<file path="config.mk">
export PLATFORM = sky130hd
export DESIGN_NAME = dmem_bridge_flat
export DESIGN_NICKNAME = d
export VERILOG_FILES = /design/src/rtl/dmem_pkg.sv /design/src/rtl/dmem_bridge_if.sv /design/src/rtl/byte_lane.sv /design/src/rtl/dmem_bridge.sv /design/src/flat_wrapper.sv
export SDC_FILE = /design/constraint.sdc
export NUM_CORES = 1
export LEC_CHECK = 0
export BUFFER_PORTS_ARGS = -buffer_cell sky130_fd_sc_hd__buf_2
export CAP_MARGIN = 10
export CORE_UTILIZATION = 51
export CTS_BUF_LIST = sky130_fd_sc_hd__clkbuf_4 sky130_fd_sc_hd__clkbuf_8
export CTS_CLUSTER_SIZE = 24
export DETAILED_ROUTE_END_ITERATION = 10
export PLACE_DENSITY = 0.82
export RECOVER_POWER = 100
export SKIP_CTS_REPAIR_TIMING = 1
export SLEW_MARGIN = 20
export SYNTH_ARGS = -nofsm -noshare
export SYNTH_HDL_FRONTEND = slang
export SYNTH_SLANG_ARGS = --single-unit
</file>
<file path="constraint.sdc">
create_clock -name clk -period 2.5 [get_ports clk]
set_input_delay 0 -clock clk [delete_from_list [all_inputs] [get_ports clk]]
set_output_delay 0 -clock clk [all_outputs]
set_load 0.1 [all_outputs]
</file>
<file path="src/rtl/dmem_pkg.sv">
// Shared types and helpers for the data-memory bridge: FSM states, the latched
// bus command, the default wait limit and byte-lane selection.
package dmem_pkg;

   typedef enum logic [1:0] {
      ST_IDLE = 2'd0,
      ST_BUSY = 2'd1,
      ST_DONE = 2'd2
   } state_e;

   localparam int unsigned TIMEOUT_DEFAULT = 255;

   // Everything the bus needs, captured once when the core request is accepted.
   typedef struct packed {
      logic        we;
      logic        is_byte;
      logic [1:0]  lane;
      logic [31:0] addr;
      logic [3:0]  be;
      logic [31:0] wdata;
   } bus_cmd_t;

   function automatic logic [3:0] lane_be(input logic is_byte, input logic [1:0] lane);
      logic [3:0] be;
      if (is_byte) be = 4'b0001 << lane;
      else         be = 4'b1111;
      return be;
   endfunction

   function automatic logic [31:0] word_addr(input logic [31:0] a);
      return {a[31:2], 2'b00};
   endfunction

endpackage

</file>
<file path="src/rtl/dmem_bridge_if.sv">
// Single-outstanding request/ack memory bus between the bridge (master) and
// the memory or interconnect (slave).
interface dmem_bridge_if;

   logic        bus_req;
   logic        bus_we;
   logic [31:0] bus_addr;
   logic [3:0]  bus_be;
   logic [31:0] bus_wdata;
   logic        bus_ack;
   logic [31:0] bus_rdata;

   modport master (
      output bus_req,
      output bus_we,
      output bus_addr,
      output bus_be,
      output bus_wdata,
      input  bus_ack,
      input  bus_rdata
   );

   modport slave (
      input  bus_req,
      input  bus_we,
      input  bus_addr,
      input  bus_be,
      input  bus_wdata,
      output bus_ack,
      output bus_rdata
   );

endinterface

</file>
<file path="src/rtl/byte_lane.sv">
// Combinational byte-lane steering: store-side enables and replicated data from
// the core request, load-side lane extraction from the returned bus word.
module byte_lane
   import dmem_pkg::*;
(
   input  logic        wr_byte,
   input  logic [1:0]  wr_lane,
   input  logic [31:0] wr_data,
   output logic [3:0]  wr_be,
   output logic [31:0] wr_bus_data,
   input  logic        rd_byte,
   input  logic [1:0]  rd_lane,
   input  logic [31:0] rd_bus_data,
   output logic [31:0] rd_data
);

   always_comb begin
      wr_be       = lane_be(wr_byte, wr_lane);
      wr_bus_data = wr_data;
      if (wr_byte) wr_bus_data = {4{wr_data[7:0]}};
   end

   // Little-endian: lane 0 is bits [7:0]; byte loads are zero-extended.
   always_comb begin
      rd_data = rd_bus_data;
      if (rd_byte) rd_data = {24'h00_0000, rd_bus_data[{rd_lane, 3'b000} +: 8]};
   end

endmodule

</file>
<file path="src/rtl/dmem_bridge.sv">
// Bridges the core's single-cycle load/store port onto a request/ack bus,
// stalling the core until the transfer completes or the wait limit expires.
module dmem_bridge
   import dmem_pkg::*;
#(
   parameter int unsigned TIMEOUT  = TIMEOUT_DEFAULT,
   parameter logic [31:0] ERR_DATA = 32'h0000_0000
) (
   input  logic          clk,
   input  logic          reset,
   input  logic          mem_write,
   input  logic          mem_read,
   input  logic          mem_byte,
   input  logic [31:0]   addr,
   input  logic [31:0]   wdata,
   output logic [31:0]   rdata,
   output logic          stall,
   output logic          err,
   dmem_bridge_if.master bus
);

   localparam int CNT_W = (TIMEOUT < 2) ? 1 : $clog2(TIMEOUT + 1);
   localparam logic [CNT_W-1:0] CNT_LIMIT = CNT_W'(TIMEOUT);

   state_e           state_q, state_d;
   logic [CNT_W-1:0] cnt_q, cnt_d, cnt_inc;
   bus_cmd_t         cmd_q, cmd_d;
   logic [31:0]      rdata_q, rdata_d;
   logic             err_q, err_d;
   logic             req_in;
   logic [3:0]       lane_be_w;
   logic [31:0]      lane_wdata_w;
   logic [31:0]      lane_rdata_w;

   byte_lane u_byte_lane (
      .wr_byte     (mem_byte),
      .wr_lane     (addr[1:0]),
      .wr_data     (wdata),
      .wr_be       (lane_be_w),
      .wr_bus_data (lane_wdata_w),
      .rd_byte     (cmd_q.is_byte),
      .rd_lane     (cmd_q.lane),
      .rd_bus_data (bus.bus_rdata),
      .rd_data     (lane_rdata_w)
   );

   assign req_in  = mem_read | mem_write;
   assign cnt_inc = cnt_q + CNT_W'(1);

   always_comb begin
      state_d = state_q;
      cnt_d   = cnt_q;
      cmd_d   = cmd_q;
      rdata_d = rdata_q;
      err_d   = err_q;
      stall   = 1'b0;
      unique case (state_q)
         ST_IDLE: begin
            stall = req_in;
            if (req_in) begin
               // A combined read+write is taken as a store.
               cmd_d.we      = mem_write;
               cmd_d.is_byte = mem_byte;
               cmd_d.lane    = addr[1:0];
               cmd_d.addr    = word_addr(addr);
               cmd_d.be      = lane_be_w;
               cmd_d.wdata   = lane_wdata_w;
               cnt_d         = '0;
               state_d       = ST_BUSY;
            end
         end
         ST_BUSY: begin
            stall = 1'b1;
            if (bus.bus_ack) begin
               if (!cmd_q.we) rdata_d = lane_rdata_w;
               state_d = ST_DONE;
            end else if (cnt_inc == CNT_LIMIT) begin
               // Give up; an ack arriving on this same cycle would have won above.
               cnt_d   = cnt_inc;
               err_d   = 1'b1;
               if (!cmd_q.we) rdata_d = ERR_DATA;
               state_d = ST_DONE;
            end else begin
               cnt_d = cnt_inc;
            end
         end
         ST_DONE: begin
            state_d = ST_IDLE;
         end
         default: begin
            state_d = ST_IDLE;
         end
      endcase
   end

   always_ff @(posedge clk or negedge reset) begin
      if (!reset) begin
         state_q <= ST_IDLE;
         cnt_q   <= '0;
         cmd_q   <= '0;
         rdata_q <= '0;
         err_q   <= 1'b0;
      end else begin
         state_q <= state_d;
         cnt_q   <= cnt_d;
         cmd_q   <= cmd_d;
         rdata_q <= rdata_d;
         err_q   <= err_d;
      end
   end

   // Bus outputs come straight from registers so they stay stable through BUSY.
   assign bus.bus_req   = (state_q == ST_BUSY);
   assign bus.bus_we    = cmd_q.we;
   assign bus.bus_addr  = cmd_q.addr;
   assign bus.bus_be    = cmd_q.be;
   assign bus.bus_wdata = cmd_q.wdata;
   assign rdata         = rdata_q;
   assign err           = err_q;

endmodule

</file>
<file path="src/flat_wrapper.sv">
// flat-port wrapper written by rule: the top's interface ports become plain ports
module dmem_bridge_flat import dmem_pkg::*;
#(
   parameter int unsigned TIMEOUT  = TIMEOUT_DEFAULT,
   parameter logic [31:0] ERR_DATA = 32'h0000_0000
)
  (clk, reset, mem_write, mem_read, mem_byte, addr, wdata, rdata, stall, err, bus_bus_req, bus_bus_we, bus_bus_addr, bus_bus_be, bus_bus_wdata, bus_bus_ack, bus_bus_rdata);
  dmem_bridge_if bus_i ();
  input  logic clk;
  input  logic reset;
  input  logic mem_write;
  input  logic mem_read;
  input  logic mem_byte;
  input  logic [31:0] addr;
  input  logic [31:0] wdata;
  output logic [31:0] rdata;
  output logic stall;
  output logic err;
  output wire logic [$bits(bus_i.bus_req)-1:0] bus_bus_req;
  output wire logic [$bits(bus_i.bus_we)-1:0] bus_bus_we;
  output wire logic [$bits(bus_i.bus_addr)-1:0] bus_bus_addr;
  output wire logic [$bits(bus_i.bus_be)-1:0] bus_bus_be;
  output wire logic [$bits(bus_i.bus_wdata)-1:0] bus_bus_wdata;
  input wire logic [$bits(bus_i.bus_ack)-1:0] bus_bus_ack;
  input wire logic [$bits(bus_i.bus_rdata)-1:0] bus_bus_rdata;
  assign bus_bus_req = bus_i.bus_req;
  assign bus_bus_we = bus_i.bus_we;
  assign bus_bus_addr = bus_i.bus_addr;
  assign bus_bus_be = bus_i.bus_be;
  assign bus_bus_wdata = bus_i.bus_wdata;
  assign bus_i.bus_ack = bus_bus_ack;
  assign bus_i.bus_rdata = bus_bus_rdata;
  dmem_bridge #(.TIMEOUT(TIMEOUT), .ERR_DATA(ERR_DATA)) u_core (.clk(clk), .reset(reset), .mem_write(mem_write), .mem_read(mem_read), .mem_byte(mem_byte), .addr(addr), .wdata(wdata), .rdata(rdata), .stall(stall), .err(err), .bus(bus_i));
endmodule
</file>
==> reports/results.txt, run 1 <==
outcome - completed
mux contribution to synthesized area - 4.37%
drt first pass iters - 4
Synth area leader - dfrtp_1
Fin. Hold Viols - 0
ys async rst share - 100%
GRT Util Overall - 25.3%
Worst Setup End Kind - output pin
setup total negative slack - 0 ps
RSZ-0062 raised after global routing - no
worst-path cell chain - nor2_1 -> nand2_2 -> nand2_1 -> buf_2
Die Y-Extent - 106 um
global-route wire length before repair - 21.9 mm
Critical Path RT - 2500 ps
vias in the first global route - 4454
xor/xnor cell area share of the yosys netlist - 0%
Synth Warn # - 0
Starting Density - 53.0%
drt wl/cell - 17.8 um
HP Class - in -> reg
Die Area - 11200 um^2
initial antenna violation count - 0
fin crit share - 90.9%
top cells by area, synth - dfrtp_1 51%, nand2_1 11%, buf_4 9.3%
crit path DAT - 2270 ps
CTS root buffer - clkbuf_8
Routed Antenna Nets - 0
Crit path buffers/inverters - 1
max cap viols - 0
IO Port Bufs - 203
max-slew violation count - 0
CTS tree - done
Worst-Margin Slew - 1290 ps
largest net degree at the start of global routing - 62
largest delay contributor family on the critical path - simple AND/OR/NAND/NOR gates
Synth cell types - 44
via count of the routed design - 5124
Synth Area in Simple Gates - 17.5%
slowest CP cell - nand2_2
DIE WIDTH - 106 um
H-tree levels - 4
share of layout cells above drive strength 1 - 18.9%
Cells after Synth - 561
row cnt - 37
CTS Buf Count - 17
ys flop type - dfrtp_1
Post-Synth Adder-Cell Area - 0.455%
max_slew headroom - 13.9%
drt total wl - 16.6 mm
Final Net Count - 887
GR Overflow Total - 0
I/O Pins - 206
Clock Path Buffers - 2
Peak Freq - 440 MHz
# diodes - 0
Crit path largest cell delay - 460 ps
drt drc - 0
post-synth top area share - 51.4%
Seq/Total Area, Yosys - 51.4%
clock sinks - 113
Crit Path Class - reg -> out
Reg clk slew, reported paths - 60 ps
Core Region - 10400 um^2
synthesis-stage register bit count - 113
Cell Area, Synth - 5500 um^2
final setup violation count - 0
largest family of logic cells by synthesized area - simple AND/OR/NAND/NOR gates
area grow syn2layout - 32.3%
startpoint types - flip-flop
Clock Latency Late Sink - 430 ps
skew final - 8.43 ps
initial DRC count - 407
Synth Area in Compound Gates - 13.3%
post-layout min period - 2270 ps
Syn Area/Cell - 9.80 um^2
routed vias/inst - 5.50
most frequent cells in the layout - 158 x nand2_1, 113 x dfrtp_1, 101 x buf_2, 101 x clkbuf_1, 94 x dlygate4sd3_1
number of synthesized flops with an enable pin - 0
final weighted congestion in routability-driven placement - 0.934
half-perimeter wire length after placement - 9.73 mm
commonest non-fill, non-tap cell in the layout - nand2_1
crit path max fanout - 31
synthesized netlist by cell type, drive strengths merged, types with 2 or more instances:
library cell and n:
a211oi 8, a21oi 4, a31o 8, a31oi 4, a32o 23, and2 3, buf 80, clkbuf 20
dfrtp 113, ha 2, inv 5, mux2i 24, nand2 159, nand2b 6, nand3 3, nand4 2
nor2 14, nor2b 8, nor3b 9, nor4 8, o211ai 2, o21a 6, o21ai 36, o31ai 2
or3 2
registers in the layout (all words and copies together), names as in the netlist:
register              count
u_core.state_q            2
u_core.bus.bus_we         1
u_core.bus.bus_addr      30
u_core.cmd_q              3
u_core.rdata             32
u_core.bus.bus_be         4
u_core.bus.bus_wdata     32
u_core.cnt_q              8
u_core.err                1
layout make-up:
| type | count | area, um^2 |
|---|---|---|
| fill | 760 | 3090 |
| sequential | 113 | 2830 |
| multi-input combinational | 343 | 1970 |
| timing repair buffer | 303 | 1870 |
| clock buffer | 21 | 283 |
| tap | 136 | 170 |
| clock inverter | 10 | 134 |
| inverter | 5 | 18.8 |
metal layers:
layer  vias up  global-route usage, %  routed length (um)
met5         -                      0                   0
li1       2282                      -                   -
met3        52                   7.42                1300
met4         0                   9.33                 505
met2       318                   42.6                8350
met1      2472                   30.8                6410
logic make-up (layout without fill, tap and decap cells):
group,Yosys count,after routing
AND/OR/NAND/NOR,218,218
flip-flops,113,113
buffers and inverters,106,339
AO/OA/AOI/OAI,97,97
multiplexers,24,24
adder cells (fa/ha/maj),2,2
other,1,2
stage by stage:
stage	std cells	utilization, %	instance area [um^2]	hold slack, ps	setup WS [ps]
after global routing	931	70.2	7280	18.8	37.5
after CTS	837	62.6	6490	-378	173
final	931	70.2	7280	15.7	227
after floorplan	562	-	5500	-296	520
after global placement	806	58.6	6070	70.4	399
after detailed placement	806	58.6	6070	84.8	281
tightest hold or removal path, stage by stage:
cell and delay [ps]:
buf_2 70, nor2_1 30, nor4_1 170, a31o_1 130
final timing paths:
check | depth (start not counted) | from | slack [ps] | endpoint
max in group asynchronous | 3 | reset | 530 | u_core.cnt_q[2]
max | 4 | u_core.state_q[0] | 230 | stall
min | 4 | bus_bus_rdata[4] | 20 | u_core.rdata[4]
max reg2reg | 5 | u_core.state_q[0] | 250 | u_core.bus.bus_wdata[31]
min in group asynchronous | 2 | reset | 390 | u_core.bus.bus_addr[7]
min reg2reg | 1 | u_core.err | 460 | u_core.err
Power of run 1 is not shown: default switching activity piles up to over one toggle a cycle in this logic, so the estimate is an artifact.
==> run 2, diff against run 1 <==
- CORE_UTILIZATION: 51 -> 25
- CTS_CLUSTER_SIZE: 24 -> unset
- PLACE_DENSITY: 0.82 -> unset
==> reports/results.txt, run 2 (synthesis gave the netlist of run 1 again) <==
setup total negative slack - 0 ps (unchanged)
max-slew violation count - 0 (unchanged)
hold depth - 4 (unchanged)
max cap viols - 0 (unchanged)
GRT Util Overall - 13.1% (-12 points)
post-layout min period - 2230 ps (-40.3 ps)
Worst-Margin Slew - 1410 ps (+115 ps)
Starting Density - 25.8% (-27 points)
Crit path largest cell delay - 470 ps (about the same)
skew final - 9.00 ps (+0.572 ps)
CTS tree - done
drt wl/cell - 14.8 um (-17%)
Clock Latency Late Sink - 440 ps (about the same)
CTS Buf Count - 17 (unchanged)
drt total wl - 16.0 mm (-3.5%)
min-delay src - bus_bus_rdata[2]
reg-to-reg setup timing slack - 270 ps (+20 ps)
wire length on met2 - 7.54 mm (-9.7%)
Crit Path Class - reg -> reg
final weighted congestion in routability-driven placement - 0.791 (-15%)
fin crit share - 89.3% (-1.6 points)
initial DRC count - 156 (-62%)
outcome - completed
GR Overflow Total - 0 (unchanged)
FF-to-FF path depth - 5 (unchanged)
DR WL met3 - 1.07 mm (-17%)
area grow syn2layout - 36.2%
half-perimeter wire length after placement - 10.4 mm (+6.8%)
drt drc - 0 (unchanged)
initial antenna violation count - 0 (unchanged)
Die Area - 22600 um^2 (+100%)
HP Class - in -> reg
routed vias/inst - 4.40 (-20%)
worst-path cell chain - ha_1 -> nand2b_1 -> a2111oi_4 -> o211ai_4 -> a32o_1
commonest non-fill, non-tap cell in the layout - nand2_1
global-route wire length before repair - 22.5 mm (+2.9%)
Reg-to-Reg End - u_core.rdata[15]
reg2reg start - u_core.cnt_q[0]
max_slew headroom - 6.24% (-7.7 points)
CTS root buffer - clkbuf_8
Critical Path RT - 2820 ps (+320 ps)
# diodes - 0 (unchanged)
crit path DAT - 2550 ps (+280 ps)
Clock Path Buffers - 2 (unchanged)
Setup WS pre-CTS - 287 ps (+5.51 ps)
Reg clk slew, reported paths - 70 ps (about the same)
clock sinks - 113 (unchanged)
RSZ-0062 raised after global routing - no
Hold EP - u_core.rdata[2]
crit path max fanout - 31 (unchanged)
Die Y-Extent - 150 um (+42%)
Worst Setup End Kind - flip-flop
Core Region - 21300 um^2 (+110%)
Peak Freq - 448 MHz (+1.8%)
share of layout cells above drive strength 1 - 19.0% (+0.085 points)
Routed Antenna Nets - 0 (unchanged)
vias in the first global route - 4263 (-4.3%)
M1 WL - 7.14 mm (+11%)
final setup violation count - 0 (unchanged)
Final Net Count - 893 (+0.68%)
slowest CP cell - a2111oi_4
most frequent cells in the layout - 159 x nand2_1, 113 x dfrtp_1, 104 x clkbuf_1, 100 x buf_2, 94 x dlygate4sd3_1
IO Port Bufs - 203 (unchanged)
Max Used Layer - met4
DIE WIDTH - 150 um (+42%)
drt first pass iters - 4 (unchanged)
Fin. Hold Viols - 0 (unchanged)
via count of the routed design - 4740 (-7.5%)
largest net degree at the start of global routing - 91 (+47%)
final setup margin - 267 ps (+40.3 ps)
startpoint types - flip-flop
row cnt - 53 (+43%)
I/O Pins - 206 (unchanged)
H-tree levels - 4 (unchanged)
run 2: worst max-delay path, delay by kind of cell (launching register included):
| family | cells | cell delay, ps |
|---|---|---|
| compound gates | 3 | 1230 |
| flops | 1 | 440 |
| simple gates | 1 | 200 |
| fa+ha+maj | 1 | 240 |
run 2: layer usage:
| layer | GRT usage (%) | vias up |
|---|---|---|
| met5 | 0 | - |
| met4 | 4.55 | 0 |
| met3 | 4.48 | 16 |
| met2 | 20.9 | 182 |
| met1 | 16.4 | 2253 |
| li1 | - | 2289 |
run 2: worst max path at each step:
stage	startpoint	to	slack, ps	depth (start not counted)
finish	u_core.cnt_q[0]	u_core.rdata[15]	270	5
CTS	u_core.cnt_q[0]	u_core.rdata[15]	240	5
detailed placement	u_core.cnt_q[0]	u_core.rdata[15]	290	5
global route	u_core.cnt_q[0]	u_core.rdata[15]	120	5
floorplan	u_core.bus.bus_we	u_core.rdata[28]	520	4
global placement	u_core.cnt_q[0]	u_core.rdata[17]	310	5
run 2: cell type report:
class                           instances  area, um^2
Fill cell                            2166       13800
Sequential cell                       113        2830
Multi-Input combinational cell        343        1970
Timing Repair Buffer                  309        1920
Tap cell                              275         344
Clock buffer                           17         234
Clock inverter                         15         183
Inverter                                5        18.8
run 2: per-stage QoR:
step / instances / cell area, um^2 / hold slack, ps / utilization (%)
2_1_floorplan: 562 / 5500 / -296 / -
3_3_place_gp: 951 / 6290 / 111 / 29.5
3_5_place_dp: 951 / 6290 / 104 / 29.5
4_1_cts: 983 / 6700 / -399 / 31.5
5_1_grt: 1077 / 7490 / 2.22 / 35.2
6_report: 1077 / 7490 / 0.960 / 35.2
Power of run 2 is left out for the same reason.
==> run 3, diff against run 2 <==
--- a/config.mk
+++ b/config.mk
@@ -17,2 +17,3 @@
 export SYNTH_HDL_FRONTEND = slang
+export SYNTH_HIERARCHICAL = 1
 export SYNTH_SLANG_ARGS = --single-unit
--- a/constraint.sdc
+++ b/constraint.sdc
@@ -3,2 +3,2 @@
 set_output_delay 0 -clock clk [all_outputs]
-set_load 0.1 [all_outputs]
+set_load 0.05 [all_outputs]
==> reports/results.txt, run 3 <==
outcome - complete, but fails checks
failing checks - negative hold slack, max-capacitance violations, max-slew violations
reg2reg start - u_core/cnt_q[0]
initial antenna violation count - 1 (+1)
HP Class - in -> reg
Synth area leader - dfrtp_1
VDD IR max - 0.742 mV
via count of the routed design - 4755 (+0.32%)
Reg-to-Reg End - u_core/rdata[17]
final weighted congestion in routability-driven placement - 0.773 (-2.2%)
max cap viols - 1 (+1)
Fin. Hold Viols - 5 (+5)
ys async rst share - 100% (unchanged)
Worst Setup End Kind - flip-flop
vias in the first global route - 4599 (+7.9%)
Net Sw Frac - 52.5%
Peak Freq - 475 MHz (+6.0%)
Die Y-Extent - 159 um (+5.7%)
drt wl/cell - 14.8 um (about the same)
drt drc - 0 (unchanged)
reg-to-reg setup timing slack - 390 ps (+130 ps)
Fill cells - 2564 (+18%)
largest net degree at the start of global routing - 61 (-33%)
Seq/Total Area, Yosys - 45.9% (-5.5 points)
total power - 10.5 mW
Clock Latency Late Sink - 440 ps (about the same)
Crit Path Class - reg -> reg
Crit. Startpoint - u_core/cnt_q[0]
I/O Pins - 206 (unchanged)
GRT Util Overall - 13.2% (+0.063 points)
half-perimeter wire length after placement - 11.2 mm (+8.0%)
CTS Buf Count - 17 (unchanged)
global-route wire length before repair - 26.0 mm (+15%)
Critical Path RT - 2870 ps (+50 ps)
ys flop type - dfrtp_1
max-slew violation count - 61 (+61)
number of synthesized flops with an enable pin - 0 (unchanged)
GR Overflow Total - 0 (unchanged)
CTS root buffer - clkbuf_8
Synth Warn # - 6 (+6)
final setup violation count - 0 (unchanged)
startpoint types - flip-flop
row cnt - 57 (+7.5%)
top cells by area, synth - dfrtp_1 46%, mux2_1 13%, buf_4 9.3%
share of layout cells above drive strength 1 - 20.1% (+1.1 points)
post-layout min period - 2110 ps (-127 ps)
hold depth - 4 (unchanged)
min-delay src - wdata[20]
area grow syn2layout - 26.2%
sequential cell fraction of total power - 30.0%
CTS tree - done
crit path max fanout - 33 (+6.5%)
setup total negative slack - 0 ps (unchanged)
post-synth top area share - 45.9% (-5.5 points)
Die Area - 25300 um^2 (+12%)
FF-to-FF path depth - 6 (+1)
Final Net Count - 884 (-1.0%)
Reg clk slew, reported paths - 80 ps (about the same)
drt first pass iters - 4 (unchanged)
RSZ-0062 raised after global routing - no
crit path DAT - 2470 ps (-80 ps)
Starting Density - 25.4% (-0.44 points)
Syn Area/Cell - 10.4 um^2 (+5.9%)
Clock power frac - 16.9%
skew final - 15.4 ps (+6.37 ps)
Worst-Margin Slew - 1580 ps (+172 ps)
drt total wl - 16.6 mm (+3.8%)
max_slew headroom - -5.19% (-11 points)
synthesis-stage register bit count - 113 (unchanged)
commonest non-fill, non-tap cell in the layout - dfrtp_1
Routed Antenna Nets - 0 (unchanged)
routed vias/inst - 4.25 (-3.4%)
Pleak - 3.56 nW
IO Port Bufs - 203 (unchanged)
Internal Power - 5.01 mW
combinational power share - 53.0%
Cell Area, Synth - 6160 um^2 (+12%)
most frequent cells in the layout - 113 x dfrtp_1, 103 x clkbuf_1, 100 x buf_2, 78 x nand2_1, 69 x mux2_1
Hold EP - u_core/bus.bus_wdata[20]
Cells after Synth - 593 (+5.7%)
Core Region - 24200 um^2 (+14%)
Post-synth top cells - 113 x dfrtp_1, 78 x nand2_1, 76 x buf_4
H-tree levels - 4 (unchanged)
most numerous cell in the Yosys netlist - dfrtp_1
Switch Pwr - 5.53 mW
PwrDens - 1360 nW/um^2
DIE WIDTH - 159 um (+5.7%)
clock sinks - 113 (unchanged)
hold_ws - -53.2 ps (-54.2 ps)
fin crit share - 84.2% (-5.1 points)
initial DRC count - 282 (+81%)
Synth cell types - 40 (-9.1%)
Clock Path Buffers - 2 (unchanged)
## run 3: cell types whose count changed after synthesis, sizes merged, moves of 9 or more
cell	before	now
a32o	23	0
mux2i	24	8
a21o	1	33
buf	80	98
mux2	0	69
nor2	14	5
nand2	159	78
nor2b	8	18
nand3	3	36
inv	5	35
clkbuf	20	11
## run 3: how the worst max path moves through the flow
stage	to	slack, ps
finish	u_core/rdata[17]	390
global route	u_core/rdata[17]	230
CTS	u_core/bus.bus_wdata[16]	560
detailed placement	u_core/bus.bus_addr[21]	560
global placement	u_core/bus.bus_addr[29]	600
floorplan	u_core/rdata[1]	870
## run 3: critical path, cell delays in order (launching register included)
cell and delay [ps]:
dfrtp_1 430, ha_1 270, xor2_1 150, and4_1 210, a21oi_1 120, clkbuf_2 610
a21o_1 210
## run 3: per-layer routing
layer / vias up / wire, um / global-route usage [%]
met3: 22 / 749 / 3.10
met2: 134 / 7870 / 20.7
met4: 0 / 340 / 5.38
met1: 2311 / 7630 / 17.4
met5: - / 0 / 0
li1: 2288 / - / -
## run 3: cells by family after synthesis
logic type      synth area share [%]
simple gates                    14.0
buf+inv                         15.0
flops                           45.9
compound gates                  10.2
mux                             13.9
xor+xnor                       0.427
fa+ha+maj                      0.406
other cells                   0.0609
## run 3: area by class of cell
cell class,instances,area (um^2),share of cell area [%]
antenna,2,5.00,0.0644
clock buffer,19,262,3.37
clock inverter,12,133,1.71
inverter,35,131,1.69
multi-input combinational,337,2410,31.0
sequential,113,2830,36.4
tap,324,405,5.22
timing repair buffer,276,1600,20.6
## run 3: power groups by stage
stage	sequential (mW)	combinational (mW)	clock (mW)
2_1_floorplan	3.57	4.87	0
3_3_place_gp	3.13	5.73	0
3_5_place_dp	3.17	5.76	0
4_1_cts	3.14	5.77	1.88
5_1_grt	3.29	5.96	1.94
6_report	3.16	5.59	1.78
## run 3: through the flow
| stage | hold WS [ps] | utilization [%] | worst slack, ps | area (um^2) | cells |
|---|---|---|---|---|---|
| 2_1_floorplan | -296 | - | 868 | 6160 | 594 |
| 3_5_place_dp | -102 | 28.5 | 559 | 6900 | 1022 |
| 3_3_place_gp | -104 | 28.5 | 599 | 6900 | 1022 |
| 5_1_grt | -8.69 | 32.0 | 225 | 7760 | 1116 |
| 4_1_cts | -613 | 30.1 | 564 | 7290 | 1053 |
| 6_report | -53.2 | 32.0 | 394 | 7770 | 1118 |
Power figures use the tool's default switching activity.
